`src/rtl/pb_conditioner.sv`:
```
// pb_conditioner
//   Conditions a raw, asynchronous, bouncing push button into clean
//   synchronous control signals: a debounced level, one-cycle press and
//   release pulses, and an auto-repeat pulse while the button is held.
//
// Parameters
//   DB_CYCLES     consecutive identical synchronized samples needed to accept
//                 a level change (>= 2)
//   HOLD_CYCLES   held cycles after the press pulse before the first repeat (>= 1)
//   REPEAT_CYCLES spacing of subsequent repeat pulses (>= 1)
//
// Ports
//   clk           system clock
//   rst           asynchronous, active-high reset
//   pb            raw button, asynchronous to clk
//   pb_db         debounced level (registered)
//   press_pulse   one-cycle pulse on an accepted press (registered)
//   release_pulse one-cycle pulse on an accepted release (registered)
//   repeat_pulse  one-cycle auto-repeat pulse while held (registered)
module pb_conditioner #(
    parameter int DB_CYCLES     = 1_000_000,
    parameter int HOLD_CYCLES   = 50_000_000,
    parameter int REPEAT_CYCLES = 20_000_000
) (
    input  logic clk,
    input  logic rst,
    input  logic pb,
    output logic pb_db,
    output logic press_pulse,
    output logic release_pulse,
    output logic repeat_pulse
);

    localparam int HR_MAX = (HOLD_CYCLES > REPEAT_CYCLES) ? HOLD_CYCLES : REPEAT_CYCLES;
    localparam int DB_W   = $clog2(DB_CYCLES + 1);
    localparam int HR_W   = $clog2(HR_MAX + 1);

    localparam logic [DB_W-1:0] DB_LAST     = DB_W'(DB_CYCLES - 1);
    localparam logic [HR_W-1:0] HOLD_LAST   = HR_W'(HOLD_CYCLES - 1);
    localparam logic [HR_W-1:0] REPEAT_LAST = HR_W'(REPEAT_CYCLES - 1);

    typedef enum logic [1:0] {
        IDLE,
        PRESS_WAIT,
        PRESSED,
        RELEASE_WAIT
    } state_t;

    state_t            state_q, state_d;
    logic              sync1, pb_s;
    logic [DB_W-1:0]   db_cnt_q, db_cnt_d;
    logic [HR_W-1:0]   hold_cnt_q, hold_cnt_d;
    logic              first_q, first_d;
    logic              pb_db_d, press_d, release_d, repeat_d;
    logic              hold_adv;
    logic              hold_hit;

    // Two-flop synchronizer; only pb_s is seen by the FSM.
    always_ff @(posedge clk or posedge rst) begin
        if (rst) begin
            sync1 <= 1'b0;
            pb_s  <= 1'b0;
        end else begin
            sync1 <= pb;
            pb_s  <= sync1;
        end
    end

    // The hold counter fires one cycle before it would reach the target so
    // that the registered pulse lands exactly HOLD/REPEAT cycles apart.
    assign hold_hit = (hold_cnt_q == (first_q ? HOLD_LAST : REPEAT_LAST));

    always_comb begin
        state_d    = state_q;
        db_cnt_d   = db_cnt_q;
        hold_cnt_d = hold_cnt_q;
        first_d    = first_q;
        press_d    = 1'b0;
        release_d  = 1'b0;
        repeat_d   = 1'b0;
        hold_adv   = 1'b0;

        case (state_q)
            IDLE: begin
                if (pb_s) begin
                    db_cnt_d = DB_W'(1);
                    state_d  = PRESS_WAIT;
                end
            end
            PRESS_WAIT: begin
                if (!pb_s) begin
                    db_cnt_d = '0;
                    state_d  = IDLE;
                end else if (db_cnt_q == DB_LAST) begin
                    db_cnt_d   = '0;
                    hold_cnt_d = '0;
                    first_d    = 1'b1;
                    press_d    = 1'b1;
                    state_d    = PRESSED;
                end else begin
                    db_cnt_d = db_cnt_q + DB_W'(1);
                end
            end
            PRESSED: begin
                if (pb_s) begin
                    hold_adv = 1'b1;
                end else begin
                    db_cnt_d = DB_W'(1);
                    state_d  = RELEASE_WAIT;
                end
            end
            RELEASE_WAIT: begin
                // Hold counter is frozen on low samples; the high sample that
                // cancels the release is itself a held cycle and counts.
                if (pb_s) begin
                    db_cnt_d = '0;
                    hold_adv = 1'b1;
                    state_d  = PRESSED;
                end else if (db_cnt_q == DB_LAST) begin
                    db_cnt_d  = '0;
                    release_d = 1'b1;
                    state_d   = IDLE;
                end else begin
                    db_cnt_d = db_cnt_q + DB_W'(1);
                end
            end
            default: begin
                db_cnt_d = '0;
                state_d  = IDLE;
            end
        endcase

        if (hold_adv) begin
            if (hold_hit) begin
                hold_cnt_d = '0;
                first_d    = 1'b0;
                repeat_d   = 1'b1;
            end else begin
                hold_cnt_d = hold_cnt_q + HR_W'(1);
            end
        end

        pb_db_d = (state_d == PRESSED) || (state_d == RELEASE_WAIT);
    end

    always_ff @(posedge clk or posedge rst) begin
        if (rst) begin
            state_q       <= IDLE;
            db_cnt_q      <= '0;
            hold_cnt_q    <= '0;
            first_q       <= 1'b0;
            pb_db         <= 1'b0;
            press_pulse   <= 1'b0;
            release_pulse <= 1'b0;
            repeat_pulse  <= 1'b0;
        end else begin
            state_q       <= state_d;
            db_cnt_q      <= db_cnt_d;
            hold_cnt_q    <= hold_cnt_d;
            first_q       <= first_d;
            pb_db         <= pb_db_d;
            press_pulse   <= press_d;
            release_pulse <= release_d;
            repeat_pulse  <= repeat_d;
        end
    end

endmodule
```
`config.mk`:
```
export PLATFORM = sky130hd
export DESIGN_NAME = pb_conditioner
export DESIGN_NICKNAME = d
export VERILOG_FILES = /design/src/rtl/pb_conditioner.sv
export SDC_FILE = /design/constraint.sdc
export NUM_CORES = 1
export LEC_CHECK = 0
export CORE_MARGIN = 2
export CORE_UTILIZATION = 30
export DETAILED_ROUTE_END_ITERATION = 7
export PLACE_DENSITY_LB_ADDON = 0.12
export SLEW_MARGIN = 20
export SYNTH_ARGS = -nofsm -noshare
export SYNTH_HDL_FRONTEND = slang
export SYNTH_SLANG_ARGS = --single-unit
```
`constraint.sdc`:
```
create_clock -name clk -period 3.05 [get_ports clk]
set_input_delay 0.4575 -clock clk [delete_from_list [all_inputs] [get_ports clk]]
set_output_delay 0.4575 -clock clk [all_outputs]
set_load 0.05 [all_outputs]
```
* Word level (Yosys, flattened, before mapping)
Cells that the tools add are included.
** Storage, ports and cells
- Register bits :: 55
- Output and inout bits :: 4
- Logic and storage cells :: 62
** Operators by class
- Add/subtract/negate cells :: 2
- Eq/ne operators :: 9
- Multiplexer cells :: 33
- Reductions and logical operators :: 8
** Operators by type and width (number)
- two-way mux 26 bit :: 6
- two-way mux 20 bit :: 5
- one-hot mux 20 bit (4 select lines) :: 1
- adder 26 x 1 -> 26 bit, second input constant :: 1
- equality test 26 bit :: 1
- adder 20 x 1 -> 20 bit, second input constant :: 1
- equality test 20 bit, second input constant :: 1
- two-way mux 1 bit :: 14
- two-way mux 2 bit :: 6
- equality test 2 bit, second input constant :: 4
- one-hot mux 2 bit (4 select lines) :: 1
- nonzero test 2 bit :: 3
- inequality test 2 bit, second input constant :: 2
- AND reduction 3 bit :: 1
- equality test 2 x 1 -> 1 bit, second input constant :: 1
- zero test 2 bit :: 1
- AND reduction 2 bit :: 1
- OR reduction 2 bit :: 1
- logical OR 1 bit :: 1

* Longest topological paths before layout
- Depth in word-level cells :: 6
- Mapped depth :: 8

* Worst setup path before layout
OpenSTA, ideal clock, no wires.
- Path kind :: flip-flop to flip-flop
- Start :: register db_cnt_q[10]
- End :: register hold_cnt_q[13]
- Library setup time :: 0.087 ns
- Arrival :: 2.280 ns
- Data required time :: 2.963 ns
- Setup slack :: 0.682 ns
- Stages on the path, launching flop included :: 7
- Period minus slack after synthesis :: 2.368 ns
- Cell sequence :: dfrtp_1 -> or4_4 -> nor4_4 -> a31oi_1 -> clkbuf_1 -> or4_1 -> a22oi_1
** On the way
- Word-level cells in the longest chain between the ends :: 3
** Ends and longest elaborated chain
- from (decl) :: line 51 : logic [DB_W-1:0] db_cnt_q, db_cnt_d;
- from (signal assigned) :: line 158 : db_cnt_q <= db_cnt_d;
- equality test 20 bit :: line 94 : end else if (db_cnt_q == DB_LAST) begin
- nonzero test 2 bit (no source line)
- AND reduction 3 bit (no source line)
- to (signal assigned) :: line 159 : hold_cnt_q <= hold_cnt_d;
- to (decl) :: line 52 : logic [HR_W-1:0] hold_cnt_q, hold_cnt_d;
No other way between the ends.
A chain may end at the register's enable or synchronous reset.

* Worst setup path after layout
- Start :: register db_cnt_q[10]
- End :: register hold_cnt_q[24]
The elaborated chain is that of the path after synthesis.

==> reports/results.ini <==
[outcome]
status=complete, no violations

[clock_network]
clockRootBuffer=clkbuf_8
ctsResizeCount=0
cts.sinks=55
numCtsBuffers=5
cts_tree=done
post_cts_buffers=0
cts_hold_buf=0
cts_max_level=2
clock_latency_ns=0.32
cts_buffer_depth=2
clk_pin_slew_worst_paths_ns=0.11

[timing]
setup_viol=0
finalSetupTns_ns=0
drv_slew=0
fin_skew_ns=0.006568
finalCritPeriodShare_pct=85.77
finalHoldViolations=0
rsz0062_at_grt=no
maxSlewHeadroom_pct=50.53
fin_crit_ns=2.616
tightestPinTransition_ns=0.7421
max_freq_ghz=0.3823

[critical_path]
required_ns=3.29
crit_path_max_fanout=48
slowest_delay_ns=0.57
critPathLaunchType=flop
rrSetupSlack_ns=0.43
path_cells=or4_4 > nor4_4 > a31oi_2 > buf_4 > or4_1 > a22oi_1
r2r_cells=6
r2r_start=db_cnt_q[10]$_DFFE_PP0P_
slowest_stage=or4_4
path_class=flop to flop
end_kind=flop
cp.arrival_ns=2.85
worstReg2RegEnd=hold_cnt_q[24]$_DFFE_PP0P_

[detailed_routing]
drc_errors=0
routedLengthMet1_mm=3.283
drt-pass1-iter-count=4
wl_met2_mm=3.467
num_vias=2395
top_layer=met4
via_per_inst=5.252
postRouteAntennaNets=0
finalWirelength_mm=7.012
wl_per_cell_um=15.38
dr_wl_met3_um=174
first_iter_violations=85

[power]
leakagePower_nw=1.327
ir_drop_uv=194.3
powerDensity_nw_per_um2=372.1

[min_path]
worstHoldPathCells=0
whs_endpoint=pb_s$_DFF_PP0_
min_from=sync1$_DFF_PP0_
hp-class=flop to flop

[final_layout]
final_util_pct=33.98
stdcell_area_um2=3291
n_antenna_cell=0
fin_nets=327
area_delta_synth_final_pct=11.30
drive_gt1_share_pct=7.430

[die]
die_x_um=103.3
num_rows=36
dieArea_um2=10670
start_util_pct=30.53
io_pins=7
core_area_um2=9684
die_height_um=103.3

[yosys]
synth_flop_cell=dfrtp_1
synth_edf_count=0
syn_area_um2=2957
yosys.area.top_type_share_pct=46.55
netlist_instances=318
post_synth.cell_area_avg_um2=9.297
async_flop_share_pct=100.0
synth-seq-area-share_pct=46.55
ys_top_cells_by_count=55 x dfrtp_1, 30 x nor2_1, 24 x nand2_1, 22 x a22oi_1, 20 x o21ai_0
yosysWarnings=0
synth.area.top_cells=dfrtp_1 47%, a22oi_1 5.6%, nand4_1 3.8%
yosysMostFrequentCell=dfrtp_1
yosys.area.top_type=dfrtp_1
synth_seq_cells=55
yosysUniqueCellTypes=46
synth.net_count=323

[placed_design]
dpl.hpwl_mm=4.784
place_area_um2=3202
io_buffer_count=6
gp_congestion=0.7650

[grt]
antenna_found_initial=0
grt_pass1_vias=2477
grt_overflow=0
grt_max_degree=49
grt_use_total_pct=14.56
grt_pass1_wl_mm=12.11

[run]
cap_violations=0

==> worst max-delay path by stage <==
| stage | start | endpoint | slack [ns] | cells past startpoint |
|---|---|---|---|---|
| floorplan | db_cnt_q[10]$_DFFE_PP0P_ | hold_cnt_q[13]$_DFFE_PP0P_ | 0.68 | 6 |
| global placement | db_cnt_q[10]$_DFFE_PP0P_ | hold_cnt_q[9]$_DFFE_PP0P_ | 0.50 | 6 |
| detailed placement | db_cnt_q[10]$_DFFE_PP0P_ | hold_cnt_q[24]$_DFFE_PP0P_ | 0.45 | 6 |
| CTS | db_cnt_q[10]$_DFFE_PP0P_ | hold_cnt_q[24]$_DFFE_PP0P_ | 0.43 | 6 |
| global route | db_cnt_q[10]$_DFFE_PP0P_ | hold_cnt_q[24]$_DFFE_PP0P_ | 0.29 | 6 |
| finish | db_cnt_q[10]$_DFFE_PP0P_ | hold_cnt_q[24]$_DFFE_PP0P_ | 0.43 | 6 |
==> worst max-delay path: cells and delay by family, from the launching register on <==
| family | cells | cell delay [ns] |
|---|---|---|
| AND/OR/NAND/NOR | 3 | 1.51 |
| flip-flops | 1 | 0.45 |
| AO/OA/AOI/OAI | 2 | 0.29 |
| buffers and inverters | 1 | 0.28 |
==> area by class of cell <==
type / count / area [um2]
repair buffers: 15 / 140.1
flip-flops and latches: 55 / 1376
multi-input cells: 236 / 1485
clock inverters: 2 / 16.27
well taps: 133 / 166.4
clock buffers: 6 / 72.57
inverters: 9 / 33.78
fillers: 1024 / 6394
==> stage by stage <==
stage	setup slack (ns)	cells	hold WS (ns)	power, mW
floorplan	0.6823	318	0.3312	0.7893
global placement	0.5024	448	0.3359	0.8124
detailed placement	0.4490	448	0.3363	0.8119
CTS	0.4264	456	0.3641	1.255
global route	0.2879	456	0.3759	1.284
finish	0.4341	456	0.3620	1.224
==> cells by family (layout without fill, tap and decap cells) <==
group           after synthesis  in the layout  synth area share (%)
flops                        55             55                 46.55
xor+xnor                     15             15                 4.444
buf+inv                      27             32                 3.554
fa+ha+maj                     2              2                0.8462
simple gates                147            147                 27.93
compound gates               70             70                 16.00
mux                           2              2                0.6771
==> layout by cell type, fill, tap and decap left out, types with 2 or more instances in the layout <==
cell	count
nand3b_1	2
a2111oi_0	2
buf_4	8
ha_1	2
xnor2_1	7
nor2_1	30
clkbuf_8	5
a22oi_1	22
dfrtp_1	55
and4_1	4
clkdlybuf4s50_1	6
inv_1	8
nor3b_1	2
or3_1	15
and3_1	4
o31ai_1	9
nand3_1	18
xor2_1	8
o21ai_0	20
nor4_1	3
nor3_1	3
or4_1	11
nand2b_1	2
nand4_1	18
a21oi_1	5
a211oi_1	2
and2_1	2
a22o_1	2
nand2_1	24
a21o_1	2
==> power by group <==
group / internal, mW / leakage, nW / switching (mW)
registers: 0.735 / 0.758 / 0.00983
logic: 0.0160 / 0.527 / 0.0342
clock network: 0.166 / 0.0418 / 0.263
total: 0.917 / 1.33 / 0.307
==> sequential cells by signal (all words and copies together) (netlist names) <==
name           count
db_cnt_q          20
first_q            1
hold_cnt_q        26
pb_db              1
pb_s               1
press_pulse        1
release_pulse      1
repeat_pulse       1
state_q            2
sync1              1
==> routing by layer <==
metal / vias to the layer above / global-route usage (%)
li1: 1197 / -
met1: 1171 / 18.23
met2: 18 / 25.52
met3: 9 / 3.091
met4: 0 / 3.846
met5: - / 0
No activity file was read; power rests on OpenSTA's default activity.
